### src/rtl/pipe_pkg.sv
// Shared pipeline definitions: default widths, stall-vector bit positions,
// the bubble opcode and the EX->MEM payload layout used by the stage registers.
package pipe_pkg;

    localparam int unsigned DATA_W  = 32;
    localparam int unsigned ADDR_W  = 32;
    localparam int unsigned RADDR_W = 5;
    localparam int unsigned ALUOP_W = 8;
    localparam int unsigned STALL_W = 6;

    // Bit positions in the global stall vector, one per pipeline stage.
    localparam int unsigned STALL_IF  = 0;
    localparam int unsigned STALL_ID  = 1;
    localparam int unsigned STALL_IS  = 2;
    localparam int unsigned STALL_EX  = 3;
    localparam int unsigned STALL_MEM = 4;
    localparam int unsigned STALL_WB  = 5;

    localparam logic [ALUOP_W-1:0] ALU_NOP = '0;

    // EX->MEM payload at the default widths, shared with sibling stage registers.
    typedef struct packed {
        logic               valid;
        logic [RADDR_W-1:0] reg_waddr;
        logic               we;
        logic [DATA_W-1:0]  reg_wdata;
        logic [ADDR_W-1:0]  mem_addr;
        logic [ALUOP_W-1:0] aluop;
        logic [DATA_W-1:0]  rt_data;
        logic [DATA_W-1:0]  pc;
    } ex_mem_t;

    // What a stage register does on a clock edge.
    typedef enum logic [1:0] {
        ACT_CAPTURE = 2'd0,
        ACT_BUBBLE  = 2'd1,
        ACT_HOLD    = 2'd2
    } stage_act_e;

    // Empty slot at the default widths.
    function automatic ex_mem_t bubble_payload();
        ex_mem_t p;
        p       = '0;
        p.aluop = ALU_NOP;
        return p;
    endfunction

endpackage

### src/rtl/sat_counter.sv
// Saturating up-counter with synchronous clear; used for per-stage
// performance counters.
module sat_counter #(
    parameter int unsigned W = 16
) (
    input  logic         clk,
    input  logic         rst,
    input  logic         clr,
    input  logic         inc,
    output logic [W-1:0] count
);

    // Clear has priority; increment stops at all-ones instead of wrapping.
    always_ff @(posedge clk or negedge rst) begin
        if (!rst) begin
            count <= '0;
        end else if (clr) begin
            count <= '0;
        end else if (inc && (count != '1)) begin
            count <= count + W'(1);
        end
    end

endmodule

### src/rtl/pipe_ex_mem_gen.sv
// Parametrised EX/MEM pipeline register with flush, valid tracking,
// write-enable gating, pc field and an EX stall-cycle counter.
module pipe_ex_mem_gen #(
    parameter int unsigned        DATA_W  = pipe_pkg::DATA_W,
    parameter int unsigned        ADDR_W  = pipe_pkg::ADDR_W,
    parameter int unsigned        RADDR_W = pipe_pkg::RADDR_W,
    parameter int unsigned        ALUOP_W = pipe_pkg::ALUOP_W,
    parameter int unsigned        STALL_W = pipe_pkg::STALL_W,
    parameter int unsigned        SRC_IDX = pipe_pkg::STALL_EX,
    parameter int unsigned        DST_IDX = pipe_pkg::STALL_MEM,
    parameter int unsigned        CNT_W   = 16,
    parameter logic [ALUOP_W-1:0] ALU_NOP = pipe_pkg::ALU_NOP
) (
    input  logic               clk,
    input  logic               rst,
    input  logic [STALL_W-1:0] stall,
    input  logic               flush,
    input  logic               clr_cnt,
    input  logic               ex_valid,
    input  logic [RADDR_W-1:0] ex_reg_waddr,
    input  logic               ex_we,
    input  logic [DATA_W-1:0]  ex_reg_wdata,
    input  logic [ADDR_W-1:0]  ex_mem_addr,
    input  logic [ALUOP_W-1:0] ex_aluop,
    input  logic [DATA_W-1:0]  ex_rt_data,
    input  logic [DATA_W-1:0]  ex_pc,
    output logic               mem_valid,
    output logic [RADDR_W-1:0] mem_reg_waddr,
    output logic               mem_we,
    output logic [DATA_W-1:0]  mem_reg_wdata,
    output logic [ADDR_W-1:0]  mem_mem_addr,
    output logic [ALUOP_W-1:0] mem_aluop,
    output logic [DATA_W-1:0]  mem_rt_data,
    output logic [DATA_W-1:0]  mem_pc,
    output logic [CNT_W-1:0]   stall_cycles
);

    import pipe_pkg::*;

    // Payload at this instance's widths.
    typedef struct packed {
        logic               valid;
        logic [RADDR_W-1:0] reg_waddr;
        logic               we;
        logic [DATA_W-1:0]  reg_wdata;
        logic [ADDR_W-1:0]  mem_addr;
        logic [ALUOP_W-1:0] aluop;
        logic [DATA_W-1:0]  rt_data;
        logic [DATA_W-1:0]  pc;
    } payload_t;

    localparam payload_t BUBBLE = '{aluop: ALU_NOP, default: '0};

    stage_act_e act;
    payload_t   q;
    payload_t   q_next;

    // Only the EX and MEM stall bits matter here.
    logic unused_stall_bits;
    assign unused_stall_bits = ^stall;

    // Pick the edge action: flush, then EX-held/MEM-moving bubble, then hold.
    // The illegal EX-running/MEM-held combination falls through to capture.
    always_comb begin
        act = ACT_CAPTURE;
        if (flush) begin
            act = ACT_BUBBLE;
        end else if (stall[SRC_IDX] && !stall[DST_IDX]) begin
            act = ACT_BUBBLE;
        end else if (stall[SRC_IDX]) begin
            act = ACT_HOLD;
        end
    end

    // Next payload; write enable is forced low for invalid slots.
    always_comb begin
        q_next = q;
        case (act)
            ACT_BUBBLE: q_next = BUBBLE;
            ACT_HOLD:   q_next = q;
            default: begin
                q_next.valid     = ex_valid;
                q_next.reg_waddr = ex_reg_waddr;
                q_next.we        = ex_we & ex_valid;
                q_next.reg_wdata = ex_reg_wdata;
                q_next.mem_addr  = ex_mem_addr;
                q_next.aluop     = ex_aluop;
                q_next.rt_data   = ex_rt_data;
                q_next.pc        = ex_pc;
            end
        endcase
    end

    // Payload register; reset loads an empty slot.
    always_ff @(posedge clk or negedge rst) begin
        if (!rst) begin
            q <= BUBBLE;
        end else begin
            q <= q_next;
        end
    end

    assign mem_valid     = q.valid;
    assign mem_reg_waddr = q.reg_waddr;
    assign mem_we        = q.we;
    assign mem_reg_wdata = q.reg_wdata;
    assign mem_mem_addr  = q.mem_addr;
    assign mem_aluop     = q.aluop;
    assign mem_rt_data   = q.rt_data;
    assign mem_pc        = q.pc;

    sat_counter #(
        .W (CNT_W)
    ) u_stall_cnt (
        .clk   (clk),
        .rst   (rst),
        .clr   (clr_cnt),
        .inc   (stall[SRC_IDX]),
        .count (stall_cycles)
    );

endmodule

### config.mk
export PLATFORM = sky130hd
export DESIGN_NAME = pipe_ex_mem_gen
export DESIGN_NICKNAME = d
export VERILOG_FILES = /design/src/rtl/pipe_pkg.sv /design/src/rtl/sat_counter.sv /design/src/rtl/pipe_ex_mem_gen.sv
export SDC_FILE = /design/constraint.sdc
export NUM_CORES = 1
export LEC_CHECK = 0
export CORE_AREA = 2 2 120 122
export CTS_BUF_LIST = sky130_fd_sc_hd__clkbuf_2 sky130_fd_sc_hd__clkbuf_4 sky130_fd_sc_hd__clkbuf_8
export CTS_CLUSTER_DIAMETER = 80
export DETAILED_ROUTE_END_ITERATION = 10
export DIE_AREA = 0 0 122 124
export DONT_BUFFER_PORTS = 1
export PLACE_DENSITY = 0.54
export SLEW_MARGIN = 15
export SYNTH_ARGS = -nofsm -noshare
export SYNTH_HDL_FRONTEND = slang
export SYNTH_SLANG_ARGS = --single-unit
### constraint.sdc
create_clock -name clk -period 2.29 [get_ports clk]
set_input_delay 0.3435 -clock clk [delete_from_list [all_inputs] [get_ports clk]]
set_output_delay 0.3435 -clock clk [all_outputs]
set_load 0.1 [all_outputs]
# After elaboration in Yosys (flattened, before gate mapping)
# Index checks and enable logic that the tools add are counted.
[classes]
eq_ne = 3
n_mux = 6
add_sub_neg = 1
n_shift = 0
magnitude_cmp = 0
div_mod_pow = 0
n_reduce_logical = 4
bitwise = 1
mul = 0
[op_table]
columns = ["operator", "count"]
rows = [
  ["$pmux 143 s2", 1],
  ["$mux 16", 2],
  ["$add 16x1->16 const B", 1],
  ["$ne 16x16->1 const B", 1],
  ["$mux 2", 3],
  ["$eq 2x1->1 const B", 1],
  ["$eq 2x2->1 const B", 1],
  ["$logic_and 1x1->1", 2],
  ["$reduce_bool 2->1", 1],
  ["$and 1x1->1", 1],
  ["$logic_not 1->1", 1],
]
[totals]
latch_bits = 0
elab_cells = 24
memories = 0
mem_bits_rw = 0
rom_bits = 0
out_inout_bits = 159
ff_bits = 159

# Logic depth before layout (Yosys ltp)
[logic_depth]
depth_word = 6
mapped_depth = 6

# By module
# From an unflattened synthesis, not the netlist that was laid out.
[unflattened]
cells_unflattened = 434
hier_area_um2 = 6236.0
[modules_own_cells]
columns = ["mod", "cells_each", "n_inst", "area_each_um2"]
rows = [
  ["pipe_ex_mem_gen", 336, 1, 5293.8],
  ["sat_counter", 98, 1, 942.2],
]

# Worst setup path after synthesis
# Ideal clock, no wire load.
[synth_path]
kind = "register to register"
start = "reg u_stall_cnt.count[0]"
end = "reg u_stall_cnt.count[14]"
n_path_buf = 0
period_less_slack_ns = 2.579
stages_incl_launch_ff = 6
arrival_ns = 2.501
path_slack_ns = -0.289
path_cell_list = "dfrtp_1 ha_1 nand4_4 or4_1 or3_1 a21oi_1"
[synth_via]
elab_chain_cells = 3
word_cells_on_any_way = 6
classes_between = "1 x add/sub; 1 x eq/ne; 2 x mux; 2 x reduce/logical"
[synth_rtl]
columns = ["item", "line", "text"]
rows = [
  ["start, declared", "sat_counter.sv:10", "output logic [W-1:0] count"],
  ["start signal, assigned", "sat_counter.sv:20", "count <= count + W'(1);"],
  ["$add 16x1->16 or $ne 16x16->1 (tied branches)", "sat_counter.sv:20, sat_counter.sv:19", ""],
  ["$mux 16 or $logic_and 1x1->1 (tied branches)", "sat_counter.sv:19", "end else if (inc && (count != '1)) begin"],
  ["$mux 16 or $reduce_bool 2->1 (tied branches)", "n/a", ""],
]
# Parallel ways exist; a longest one is shown, timed or not. The select of a mux whose other input is x is not followed.
# A chain may end at the register's enable or synchronous reset.

# Worst setup path after layout
[layout_path]
start = "reg u_stall_cnt.count[0]"
end = "reg u_stall_cnt.count[1]"
# Same word-level chain as after synthesis.

==> results.cfg <==
[status]
outcome = finished with violations
violations = negative hold slack

[grt]
grt_pass1_wl_mm = 23.1
grt_pass1_vias = 4259
grtUsageTotal_pct = 20.1
antenna_found_initial = 0
grt_max_degree = 160
grt-ovfl-total = 0

[timing]
maxSlewHeadroom_pct = 39.9
fin_setup_tns_ps = 0
hold_ws_ps = -400
finalCritPeriodShare_pct = 85.6
worst_pin_slew_ps = 901
final-setup-viol-count = 0
layout_min_cycle_time_ps = 1960
rsz0062_at_grt = no
hold_viol_final = 159
clock_skew_ps = 5.92
drv_slew = 0
fmaxAchievable_mhz = 510

[logic_synthesis]
syn_nets = 568
ys.flop_type = dfrtp_1
synth_cell_types = 29
synth_top_area_share_pct = 68.0
yosys_warnings = 0
yosys_register_bits = 159
ys_top_cells_by_area = dfrtp_1 (68%), a22o_1 (21%), clkbuf_1 (1.4%)
synthTopCellsByCount = dfrtp_1 (159), a22o_1 (142), clkbuf_1 (22)
yosys.cell_count.top_type = dfrtp_1
synth_edf_count = 0
syn_area_um2 = 5850
yosys.area.top_type = dfrtp_1
postSynthAreaPerCell_um2 = 14.1
async_reset_ff_share_pct = 100
synth_cells = 414
synth-seq-area-share_pct = 68.0

[route]
drt_iter0_markers = 303
met1_length_mm = 6.09
viasPerCell = 5.52
wire_per_inst_um = 20.0
route.met2.wl_mm = 8.24
drtAntennaViolNets = 0
firstDrtPassIters = 5
top_layer = met4
route.met3.wl_mm = 1.36
drt_wl_total_mm = 15.9
routed-via-count = 4401
drcViolationCount = 0

[floorplanning]
die-area_um2 = 15100
core-area_um2 = 13700
dieHeight_um = 124
row_count = 43
die_w_um = 122
start_util_pct = 42.7
ios = 312

[setup_path]
cp.required_ps = 2580
end_kind = flop
worstSetupPathType = flop to flop
cp_max_fo = 8
start_kind = flop
cp-startpoint = u_stall_cnt.count[0]
reg2reg_from = u_stall_cnt.count[0]
critical_path_arrival_ps = 2250

[finish]
drive_gt1_share_pct = 34.7
antenna_cells = 0
layout.nets = 758
seq_area_um2 = 3990
areaGrowthSynthToFinish_pct = 37.4
fillCellCount = 1105
multiInputGateArea_um2 = 1740

[cts]
clkLatencyLatePin_ps = 430
numCtsBuffers = 17
clock_sinks = 159
cts_tree = yes
path_clk_slew_ps = 80
cts_root_buf = clkbuf_8
htree_levels = 4
ctsResizeCount = 0
cts_buffer_depth = 2

[power_and_ir_drop]
p_per_area_nw_per_um2 = 803
p_leak_uw = 0.00402
irDropWorstVdd_mv = 1.07

[place]
place_congestion = 0.814
hpwl_mm = 10.6
numPortBuffers = 0

[flow_run]
maxCapViolations = 0

[hold_path]
hp-class = primary input to async pin
-- final timing paths --
| kind | endpoint | slack, ps | cells past startpoint |
|---|---|---|---|
| max | u_stall_cnt.count[1] | 330 | 5 |
| min | mem_pc[13] | -400 | 0 |
| min in group clk | mem_reg_wdata[1] | 40 | 1 |
| max in group asynchronous | mem_reg_wdata[13] | 2460 | 0 |
| min reg2reg | mem_rt_data[8] | 510 | 1 |
| max reg2reg | u_stall_cnt.count[1] | 330 | 5 |
-- kinds of logic (layout without fill, tap and decap cells) --
logic type                 count (synthesis)  after routing  synth area share (%)
and+or+nand+nor                           48             48                  5.02
muxes                                      1              1                 0.171
AOI/OAI and AO/OA                        168            168                  23.9
buffers and inverters                     36            239                  2.52
DFF                                      159            159                  68.0
xor gates and xnor gates                   1              1                 0.150
adders and majority gates                  1              1                 0.214
-- critical path: stages (launching register included) --
cell,delay [ps]
dfrtp_2,410
ha_1,280
nand4_4,170
o41ai_1,670
mux2i_1,250
nor2_1,50
-- area by class of cell --
cell class	count	share of cell area [%]
well taps	180	2.80
multi-input cells	219	21.7
clock inverters	12	1.70
clock buffers	20	3.19
inverters	2	0.0933
repair buffers	205	21.0
flip-flops and latches	159	49.6
-- where the power goes --
part | switching (µW) | internal [µW]
clock | 1030 | 1010
combinational | 1140 | 306
sequential | 51.1 | 2930
total | 2220 | 4250
-- per-layer routing --
metal	global-route usage (%)	vias up
met5	0	-
met4	6.03	0
met3	7.19	17
met2	33.6	204
met1	24.4	2194
li1	-	1986
-- per-stage QoR --
stage	area (µm²)	utilization, %	instances	worst slack [ps]	power, µW
after global placement	7260	52.9	726	384	4410
after floorplan	5860	-	414	29.7	4130
final	8040	58.6	797	329	6460
after global routing	8040	58.6	797	139	6720
after detailed placement	7260	52.9	726	347	4420
after CTS	7740	56.4	767	327	6490
-- flip-flops by register name, indices dropped and copies added, names as in the netlist --
register           flops
u_stall_cnt.count     16
mem_mem_addr          32
mem_reg_wdata         32
mem_reg_waddr          5
mem_we                 1
mem_aluop              8
mem_pc                32
mem_valid              1
mem_rt_data           32
-- cells in the final DEF (no fill, tap or decap), types with 7 or more instances in the layout --
master	instances
a21oi_1	12
buf_4	162
or4_1	7
dfrtp_2	9
clkbuf_8	17
nor2_1	8
dfrtp_1	150
a22o_1	142
dlygate4sd3_1	39
-- what timing repair did --
action,in CTS,in global routing
endpoints found under the setup margin,0,0
buffers inserted,0,0
endpoints found under the hold margin,183,189
hold buffers,9,30
No activity file was read; power rests on OpenSTA's default activity.
